--- config.mk ---
export PLATFORM = sky130hd
export DESIGN_NAME = hazard_unit_mc
export DESIGN_NICKNAME = d
export VERILOG_FILES = /design/src/rtl/hazard_unit_mc.sv
export SDC_FILE = /design/constraint.sdc
export NUM_CORES = 1
export LEC_CHECK = 0
export CORE_UTILIZATION = 35
export CTS_CLUSTER_SIZE = 25
export DETAILED_ROUTE_END_ITERATION = 10
export PLACE_DENSITY = 0.71
export SETUP_SLACK_MARGIN = 0.15
export SYNTH_ARGS = -nofsm -noshare
export SYNTH_HDL_FRONTEND = slang
export SYNTH_SLANG_ARGS = --single-unit
--- constraint.sdc ---
create_clock -name clk -period 2.4 [get_ports clk]
set_input_delay 0.36 -clock clk [delete_from_list [all_inputs] [get_ports clk]]
set_output_delay 0.36 -clock clk [all_outputs]
set_load 0.02 [all_outputs]
--- src/rtl/hazard_unit_mc.sv ---
// Hazard and forwarding controller for a 5-stage RV32I pipeline.
// Adds a multi-cycle EX lockout FSM and a saturating stall-cycle counter.
module hazard_unit_mc #(
    parameter int REG_AW = 5,
    parameter int MC_LAT = 4,
    parameter int FWD_EN = 1,
    parameter int CNT_W  = 16
) (
    input  logic              clk,
    input  logic              rst,
    input  logic              pc_src,
    input  logic [REG_AW-1:0] id_rs1,
    input  logic [REG_AW-1:0] id_rs2,
    input  logic              id_use_rs1,
    input  logic              id_use_rs2,
    input  logic [REG_AW-1:0] ex_rs1,
    input  logic [REG_AW-1:0] ex_rs2,
    input  logic [REG_AW-1:0] ex_rd,
    input  logic              ex_reg_write,
    input  logic              ex_mem_read,
    input  logic              ex_mc_start,
    input  logic [REG_AW-1:0] mem_rd,
    input  logic              mem_reg_write,
    input  logic [REG_AW-1:0] wb_rd,
    input  logic              wb_reg_write,
    output logic              fstall,
    output logic              dstall,
    output logic              estall,
    output logic              dflush,
    output logic              eflush,
    output logic              mflush,
    output logic [1:0]        fwd_a,
    output logic [1:0]        fwd_b,
    output logic              mc_busy,
    output logic [CNT_W-1:0]  perf_stall
);

    localparam int MC_CW = (MC_LAT > 2) ? $clog2(MC_LAT) : 1;
    localparam logic [MC_CW-1:0] CNT_INIT = MC_CW'(MC_LAT - 2);
    localparam logic FWD = (FWD_EN != 0);

    typedef enum logic {IDLE, BUSY} state_t;

    state_t            state_q, state_d;
    logic [MC_CW-1:0]  cnt_q, cnt_d;
    logic [CNT_W-1:0]  perf_q, perf_d;
    logic              mc_stall;
    logic              data_hazard;

    // A source hazards only if it is read, non-x0, and matches a producer the
    // pipeline cannot forward from (loads always; everything when FWD is off).
    function automatic logic src_hazard(
        input logic [REG_AW-1:0] rs,
        input logic              use_rs,
        input logic [REG_AW-1:0] erd,
        input logic              ewr,
        input logic              eld,
        input logic [REG_AW-1:0] mrd,
        input logic              mwr
    );
        logic ex_hit;
        logic mem_hit;
        ex_hit  = (erd == rs);
        mem_hit = (mrd == rs);
        return use_rs && (rs != '0) &&
               ((eld && ex_hit) || (!FWD && ewr && ex_hit) || (!FWD && mwr && mem_hit));
    endfunction

    function automatic logic [1:0] fwd_sel(
        input logic [REG_AW-1:0] rs,
        input logic [REG_AW-1:0] mrd,
        input logic              mwr,
        input logic [REG_AW-1:0] wrd,
        input logic              wwr
    );
        if (FWD && mwr && (mrd != '0) && (mrd == rs))      return 2'b10;
        else if (FWD && wwr && (wrd != '0) && (wrd == rs)) return 2'b01;
        else                                               return 2'b00;
    endfunction

    always_comb begin
        state_d  = state_q;
        cnt_d    = cnt_q;
        mc_stall = 1'b0;
        case (state_q)
            IDLE: begin
                if (ex_mc_start) begin
                    mc_stall = 1'b1;
                    cnt_d    = CNT_INIT;
                    state_d  = BUSY;
                end
            end
            BUSY: begin
                if (cnt_q != '0) begin
                    mc_stall = 1'b1;
                    cnt_d    = cnt_q - MC_CW'(1);
                end else begin
                    state_d = IDLE;
                end
            end
            default: state_d = IDLE;
        endcase
    end

    assign data_hazard =
        src_hazard(id_rs1, id_use_rs1, ex_rd, ex_reg_write, ex_mem_read, mem_rd, mem_reg_write) ||
        src_hazard(id_rs2, id_use_rs2, ex_rd, ex_reg_write, ex_mem_read, mem_rd, mem_reg_write);

    // Every control is forced low while reset is held, even though the FSM
    // state alone would already read IDLE.
    always_comb begin
        fstall  = 1'b0;
        dstall  = 1'b0;
        estall  = 1'b0;
        dflush  = 1'b0;
        eflush  = 1'b0;
        mflush  = 1'b0;
        mc_busy = 1'b0;
        fwd_a   = 2'b00;
        fwd_b   = 2'b00;
        if (!rst) begin
            if (mc_stall) begin
                fstall  = 1'b1;
                dstall  = 1'b1;
                estall  = 1'b1;
                mflush  = 1'b1;
                mc_busy = 1'b1;
            end else if (pc_src) begin
                dflush = 1'b1;
                eflush = 1'b1;
            end else if (data_hazard) begin
                fstall = 1'b1;
                dstall = 1'b1;
                eflush = 1'b1;
            end
            fwd_a = fwd_sel(ex_rs1, mem_rd, mem_reg_write, wb_rd, wb_reg_write);
            fwd_b = fwd_sel(ex_rs2, mem_rd, mem_reg_write, wb_rd, wb_reg_write);
        end
    end

    always_comb begin
        perf_d = perf_q;
        if (fstall && (perf_q != '1)) perf_d = perf_q + CNT_W'(1);
    end

    assign perf_stall = perf_q;

    always_ff @(posedge clk or posedge rst) begin
        if (rst) begin
            state_q <= IDLE;
            cnt_q   <= '0;
            perf_q  <= '0;
        end else begin
            state_q <= state_d;
            cnt_q   <= cnt_d;
            perf_q  <= perf_d;
        end
    end

endmodule

* Yosys cells after proc, flatten, opt, wreduce, memory -nomap -nowiden *
Cells that the tools add are included.

word-level totals
  register bits = 19
  bits of input ports = 45
  output and inout port bits = 27
  word-level logic and storage cells = 59

operators by class
  add/subtract/negate cells = 2
  equality and inequality tests = 9
  multiplexer cells = 24
  bitwise logic cells = 1
  reduce and logical (&&, ||, !) cells = 20

operators by type and width
  operator                                                                 number
  5-bit == test                                                            6
  5-bit nonzero test                                                       4
  16-bit by 1-bit adder with 16-bit output, second input constant          1
  1-bit two-way mux                                                        16
  16-bit inequality test, second input constant                            1
  1-bit logical AND                                                        13
  2-bit two-way mux                                                        6
  2-bit case mux with 2 select lines                                       1
  2-bit by 1-bit inequality test with 1-bit output, second input constant  1
  2-bit inequality test, second input constant                             1
  1-bit case mux with 2 select lines                                       1
  2-bit AND reduction                                                      1
  2-bit nonzero test                                                       1
  2-bit by 1-bit subtractor with 2-bit output, second input constant       1
  1-bit logical OR                                                         1
  1-bit NOT                                                                1

* Longest topological paths before layout *
Gate-level depths: netlist of run 1.

  depth after elaboration = 9
  mapped depth = 9
  depth with buffers taken out = 9

* Least setup slack after synthesis of run 1 *
Ideal clock, no wire load.

  path kind = input -> output
  start = input rst
  end = output fwd_a[0]
  arrival time = 2.148 ns
  data required time = 2.040 ns
  slack = -0.108 ns
  stages on the path = 4
  path buffers = 0
  cell sequence = inv_1 > o211ai_1 > or4_1 > nor4_1

on the way
  cells in the longest elaborated chain, start to end = 1

RTL lines
  what               line  text
  from (decl)        10    input logic rst,
  2-bit two-way mux  121   if (!rst) begin
  to (decl)          32    output logic [1:0] fwd_a,

No other way between the ends.

* Worst setup path in the final report of run 1 *
  start = input mem_rd[4]
  end = output fwd_b[0]

on the way
  cells in the longest elaborated chain, start to end = 5
  elaborated cells on any way between the ends = 6
  those cells by class = eq/ne: 1; mux: 2; reduce/logical: 3

RTL lines
  what                 line  text
  from (decl)          22    input logic [REG_AW-1:0] mem_rd,
  5-bit nonzero test   76    if (FWD && mwr && (mrd != '0) && (mrd == rs)) return 2'b10;
  1-bit logical AND    76
  1-bit logical AND *  76
  2-bit two-way mux *  76
  2-bit two-way mux *  121
  to (decl)            33    output logic [1:0] fwd_b,

Mark *: on every way between the ends. The rest lies on a longest branch, timed or not.

==> results of run 1 <==
sequential cells by signal, summed over array words and instances, names as in the netlist:
signal	count
state_q	1
perf_stall	16
cnt_q	2
per-stage QoR:
stage,total power (µW),std cells,hold WS [ns],setup TNS [ns]
finish,1541,297,0.3333,0
global route,1660,297,0.3651,0
CTS,1549,296,0.3446,0
detailed placement,1346,291,0.4779,-2.252
global placement,1337,291,0.4767,-2.142
floorplan,974.1,156,0.2172,0
cell type report:
| cell class | instances | area (µm²) |
|---|---|---|
| tap | 50 | 62.56 |
| inverter | 7 | 30.03 |
| clock buffer | 3 | 41.29 |
| fill | 371 | 1578 |
| sequential | 19 | 475.5 |
| multi-input combinational | 124 | 991.0 |
| clock inverter | 1 | 5.005 |
| timing repair buffer | 93 | 845.8 |
worst max path at each step:
stage               end  depth (start not counted)      start  slack, ns
5_1_grt        fwd_b[0]                          7  mem_rd[4]       0.06
3_5_place_dp   fwd_b[0]                          6  mem_rd[2]      -0.51
6_report       fwd_b[0]                          7  mem_rd[4]       0.16
3_3_place_gp   fwd_b[0]                          6  mem_rd[1]      -0.49
2_1_floorplan  fwd_a[0]                          4  mem_rd[1]       0.33
4_1_cts        fwd_b[0]                          7  mem_rd[3]       0.04
report_power, final:
| part | switching (µW) | internal, µW | total (µW) |
|---|---|---|---|
| Combinational | 399 | 399 | 799 |
| Sequential | 110 | 412 | 523 |
| Clock | 104 | 115 | 219 |
| Total | 614 | 927 | 1540 |
cell families (layout without fill, tap and decap cells):
| group | Yosys count | count (layout) |
|---|---|---|
| adders and majority gates | 2 | 2 |
| muxes | 3 | 3 |
| xor gates and xnor gates | 42 | 42 |
| buffers and inverters | 13 | 104 |
| AOI/OAI and AO/OA | 12 | 12 |
| DFF | 19 | 19 |
| and+or+nand+nor | 65 | 65 |
cell usage after synthesis (3+ instances only):
| cell type | n |
|---|---|
| nand4_1 | 3 |
| buf_4 | 3 |
| nand3_1 | 7 |
| inv_1 | 6 |
| xor2_1 | 29 |
| nor2_1 | 7 |
| or4_1 | 4 |
| nand2_1 | 12 |
| nor3_2 | 7 |
| and3_1 | 3 |
| nor3_1 | 4 |
| nor4_1 | 6 |
| dfrtp_1 | 19 |
| xnor2_1 | 13 |
worst max-delay path: cells and delay by family:
kind / cells / cell delay (ns)
compound gates: 1 / 0.17
buf+inv: 3 / 0.49
simple gates: 3 / 0.85
routing by layer:
metal  part of all wire (%)  up-vias
met5                      0        -
met4                    1.5        0
met3                    3.9        6
met2                     52       43
met1                     43      676
li1                       -      738
timing repair:
action	in CTS	in global routing
gates resized for setup	57	22
pin swaps	9	9
endpoints found under the setup margin	11	9
setup buffers	1	1
==> reports/results.txt, run 1 <==
Post-Synthesis Cells - 156
Crit start category - primary input
Worst-case clock buffer depth - 2
Relative slew slack - 77.70%
Slowest-stage cell, CP - or4_4
Fin. max-slew vios - 0
Die Y - 67.06 µm
Top Ports - 72
Synth area leaders - dfrtp_1, xor2_1, xnor2_1, nor3_2, nand2_1
CP Data Required Time - 2.04 ns
Die ar. - 4497 µm²
Syn. warnings - 0
CTS tree - yes
Mapped Nets - 203
Final hold vios - 0
H-tree lvl count - 1
Met1 Use GR - 21.47%
Number of synthesized register bits - 19
Critical Path AT - 1.88 ns
Synthesized area - 1481 µm²
RR Startpoint - cnt_q[0]
GPL Wtd Cong - 0.8130
Post-synthesis mux area share - 2.196%
Area growth syn-to-layout - 65.46%
Clock Pin Slew Worst Setup and Hold Paths - 0.08 ns
Nets@finish - 295
Core box area - 4029 µm²
Leak Pwr - 0.001118 µW
Largest net degree at the start of global routing - 22
Worst reg2reg endpoint - perf_stall[1]
Post-Synth XOR/XNOR Area - 24.83%
Adder-cell share of the synthesized area - 1.689%
EDFF count, synth - 0
Outcome - completed
Die width - 67.06 µm
Simple logic cell fraction of the synthesized area - 28.46%
Global route hottest layer - met2
Remaining global-route overflow - 0
First-pass GRT wire length - 6.375 mm
Root buffer cell - clkbuf_8
Initial core utilization - 36.77%
Top_reg_cell synth - dfrtp_1
Per-cell routed wire length - 12.92 µm
Vias/cell - 4.926
Final ANT Viol Nets - 0
Met3 usage - 3.767%
Vias in the first global route - 1520
# DRC - 0
Period minus WS final - 2.239 ns
Final Util - 60.84%
Final Cycle Share - 93.28%
Largest family of logic cells by synthesized area - simple AND/OR/NAND/NOR gates
Setup Viol. Count Final - 0
Critical Path End Type - primary output
Clock Sinks - 19
Iteration-0 DRC Markers - 51
Count of cell types in the netlist - 41
Post-Syn Area per Cell - 9.496 µm²
Worst-Margin Slew - 0.3345 ns
Clk_lat worst skew - 0.25 ns
Max incr delay on CP - 0.55 ns
Critical-path cell list - clkdlybuf4s15_1 > or4_4 > o21ai_4 > buf_6 > nor3_1 > nor4_2 > buf_2
WL final - 3.838 mm
Final WS setup - 0.1612 ns
Commonest cells after routing, fill and taps aside - clkdlybuf4s50_1, xor2_1, buf_4
CP Max Fanout - 3
Rows - 23
Pwr/cell area - 628.5 nW/µm²
Fin area - 2451 µm²
RSZ-0062 raised after global routing - true
Commonest non-fill, non-tap cell in the layout - clkdlybuf4s50_1
Yosys top cell by area - dfrtp_1
DR pass1 iterations - 4
Total number of vias - 1463
Seq/Total Area, Yosys - 32.09%
Hold Crit Class - primary input to async pin
Share of layout cells above drive strength 1 - 24.70%
Maximum VDD drop - 241.9 µV
Inserted Clock Buffers - 3
Maxcap violations - 0
Initial antenna violation count - 0
Ant diodes - 0
Max Clock Freq - 446.7 MHz
Post-synthesis compound-gate area fraction - 5.997%
Global-route usage over all layers - 18.35%
Async SR Flop Fraction - 100.0%
Clock skew - 0.006340 ns
Post-synth top area share - 32.09%
Critical path class - primary input to primary output
Reg2reg path depth - 10
Hold buffers post-CTS - 0
Worst slack, placed - -0.5087 ns
Global Route met2 Usage - 33.00%
PortBufs - 70
Placed instance area - 2375 µm²
Reg2Reg Setup Slack - 0.38 ns
Post-DP HPWL - 3.102 mm
No activity file was read; power rests on OpenSTA's default activity.
==> run 2, diff against run 1 <==
Settings changed: CORE_UTILIZATION 35 to 40, PLACE_DENSITY 0.71 to 0.79.
==> run 2 against run 1 <==
- utilization grew 11 points
- sequential share of layout area fell by 0.14 points
- first-iteration DRC count unchanged
- register-to-register slack barely moved
- clock power is essentially flat
- die area is 12% lower
- non-clock buffer count up 1
- clock-buffer cell count is the same
- clock skew is 0.0040 ns lower
- largest power group unchanged
- hold slack worse by 0.0077 ns
- routed wire length increased by 1.2%
- combinational power increased by 2.9%
==> reports/results.txt, run 2 (synthesis gave the netlist of run 1 again) <==
Die width - 62.86 µm (was 67.06 µm)
Commonest cells after routing, fill and taps aside - clkdlybuf4s50_1, xor2_1, buf_4 (unchanged)
Family with the most delay on the worst path - buffers and inverters (was simple AND/OR/NAND/NOR gates)
Leak Pwr - 0.001155 µW (was 0.001118 µW)
Reg2Reg Setup Slack - 0.37 ns (was 0.38 ns)
Clk_lat worst skew - 0.26 ns (was 0.25 ns)
Max Clock Freq - 454.3 MHz (was 446.7 MHz)
Worst-Margin Slew - 0.3586 ns (was 0.3345 ns)
PortBufs - 70 (unchanged)
Max incr delay on CP - 0.59 ns (was 0.55 ns)
CTS tree - yes (unchanged)
Outcome - completed (unchanged)
CP Max Fanout - 3 (unchanged)
Relative slew slack - 75.91% (was 77.70%)
Crit start category - primary input (unchanged)
Worst path bufs/invs - 3 (unchanged)
Maximum VDD drop - 474.4 µV (was 241.9 µV)
Initial core utilization - 43.04% (was 36.77%)
Critical Path End Type - primary output (unchanged)
Hold buffers post-CTS - 0 (unchanged)
Largest net degree at the start of global routing - 22 (unchanged)
Max FFs per register - 16 (unchanged)
Pwr Total - 1572 µW (was 1541 µW)
Critical path class - primary input to primary output (unchanged)
Post-DP HPWL - 3.164 mm (was 3.102 mm)
Final Cycle Share - 91.72% (was 93.28%)
Share of layout cells above drive strength 1 - 26.21% (was 24.70%)
CP Data Required Time - 2.04 ns (about the same)
Commonest non-fill, non-tap cell in the layout - clkdlybuf4s50_1 (unchanged)
Slowest-stage cell, CP - clkdlybuf4s50_1 (was or4_4)
Total number of vias - 1491 (was 1463)
Worst reg2reg endpoint - perf_stall[1] (unchanged)
Critical Path Stages - 5 (was 7)
Final hold vios - 0 (unchanged)
Nets@finish - 296 (was 295)
RSZ-0062 raised after global routing - true (unchanged)
Iteration-0 DRC Markers - 51 (unchanged)
Ant diodes - 0 (unchanged)
Clock Pin Slew Worst Setup and Hold Paths - 0.07 ns (was 0.08 ns)
Period minus WS final - 2.201 ns (was 2.239 ns)
Hold Crit Class - primary input to async pin (unchanged)
Area growth syn-to-layout - 66.64% (was 65.46%)
Pwr/cell area - 636.8 nW/µm² (was 628.5 nW/µm²)
WL final - 3.884 mm (was 3.838 mm)
RR Startpoint - cnt_q[0] (unchanged)
Setup Viol. Count Final - 0 (unchanged)
Root buffer cell - clkbuf_8 (unchanged)
Vias in the first global route - 1472 (was 1520)
Global-route usage over all layers - 20.70% (was 18.35%)
Critical Path AT - 1.84 ns (was 1.88 ns)
Critical-path cell list - clkdlybuf4s50_1 > o21ai_4 > buf_4 > nor4_1 > clkdlybuf4s15_1 (was clkdlybuf4s15_1 > or4_4 > o21ai_4 > buf_6 > nor3_1 > nor4_2 > buf_2)
Clock skew - 0.002345 ns (was 0.006340 ns)
H-tree lvl count - 1 (unchanged)
Fin. max-slew vios - 0 (unchanged)
GPL Wtd Cong - 0.7941 (was 0.8130)
Reg2reg path depth - 10 (unchanged)
Per-cell routed wire length - 13.21 µm (was 12.92 µm)
Placed instance area - 2377 µm² (was 2375 µm²)
Rows - 21 (was 23)
Fin area - 2469 µm² (was 2451 µm²)
Vias/cell - 5.071 (was 4.926)
# DRC - 0 (unchanged)
Inserted Clock Buffers - 3 (unchanged)
Die ar. - 3951 µm² (was 4497 µm²)
Clock Sinks - 19 (unchanged)
Worst-case clock buffer depth - 2 (unchanged)
First-pass GRT wire length - 6.568 mm (was 6.375 mm)
Remaining global-route overflow - 0 (unchanged)
CP startpoint - mem_rd[0] (was mem_rd[4])
DR pass1 iterations - 4 (unchanged)
Top Ports - 72 (unchanged)
Die Y - 62.86 µm (was 67.06 µm)
CP endpoint - fwd_a[1] (was fwd_b[0])
Core box area - 3442 µm² (was 4029 µm²)
Final ANT Viol Nets - 0 (unchanged)
Maxcap violations - 0 (unchanged)
Initial antenna violation count - 0 (unchanged)
Filler Cells Inserted - 275 (was 371)
## run 2: cell count changes in the layout (fill, tap and decap cells not counted), sizes merged
cell / before / now
clkdlybuf4s15: 2 / 3
clkbuf: 6 / 11
dlymetal6s2s: 8 / 11
dlygate4sd2: 10 / 8
buf: 30 / 28
clkdlybuf4s50: 40 / 36
## run 2: routing by layer
layer | part of all wire, % | up-vias | global-route usage (%)
met5 | 0 | - | 0
met1 | 44 | 715 | 25.90
li1 | - | 733 | -
met4 | 0.90 | 0 | 3.488
met2 | 52 | 39 | 37.23
met3 | 2.9 | 4 | 3.650
## run 2: report_power, final
group / internal, µW / total, µW / switching [µW]
sequential: 413 / 530 / 117
clock: 115 / 220 / 105
combinational: 413 / 822 / 410
## run 2: worst min-delay path by stage
stage                        start              to  slack [ns]  cells past startpoint
finish                         rst   perf_stall[8]        0.33                      3
global placement     perf_stall[8]   perf_stall[8]        0.48                      1
detailed placement  perf_stall[11]  perf_stall[11]        0.48                      1
floorplan                      rst        cnt_q[0]        0.22                      1
CTS                            rst   perf_stall[8]        0.33                      3
global route                   rst         state_q        0.35                      3
## run 2: area by class of cell
class	count	area (µm²)	share of cell area [%]
clock buffers	3	41.29	1.673
clock inverters	1	5.005	0.2027
inverters	7	30.03	1.216
multi-input cells	124	1002	40.60
flip-flops and latches	19	475.5	19.26
well taps	46	57.56	2.331
repair buffers	94	857.1	34.72
## run 2: stage by stage
stage | setup slack [ns] | setup TNS [ns] | utilization, % | hold WS (ns) | std cells
floorplan | 0.3321 | 0 | - | 0.2172 | 156
global placement | -0.4526 | -1.905 | 69.07 | 0.4756 | 288
detailed placement | -0.5086 | -2.142 | 69.07 | 0.4826 | 288
CTS | 0.03682 | 0 | 70.56 | 0.3328 | 293
global route | 0.1179 | 0 | 71.72 | 0.3546 | 294
finish | 0.1988 | 0 | 71.72 | 0.3256 | 294
## run 2: what timing repair did
action,CTS,global route
gates cloned,0,0
pin swaps,5,11
endpoints found under the setup margin,11,10
gates resized for setup,47,39
buffers inserted,1,1
## run 2: worst min-delay path, delay by kind of cell
| family | cells | cell delay, ns |
|---|---|---|
| buffers and inverters | 3 | 0.61 |
==> run 3, diff against run 2 <==
Settings changed: SKIP_LAST_GASP set to 1.
==> results of run 3 <==
Same layout as run 2: the final DEF is identical, and so are final timing and power.
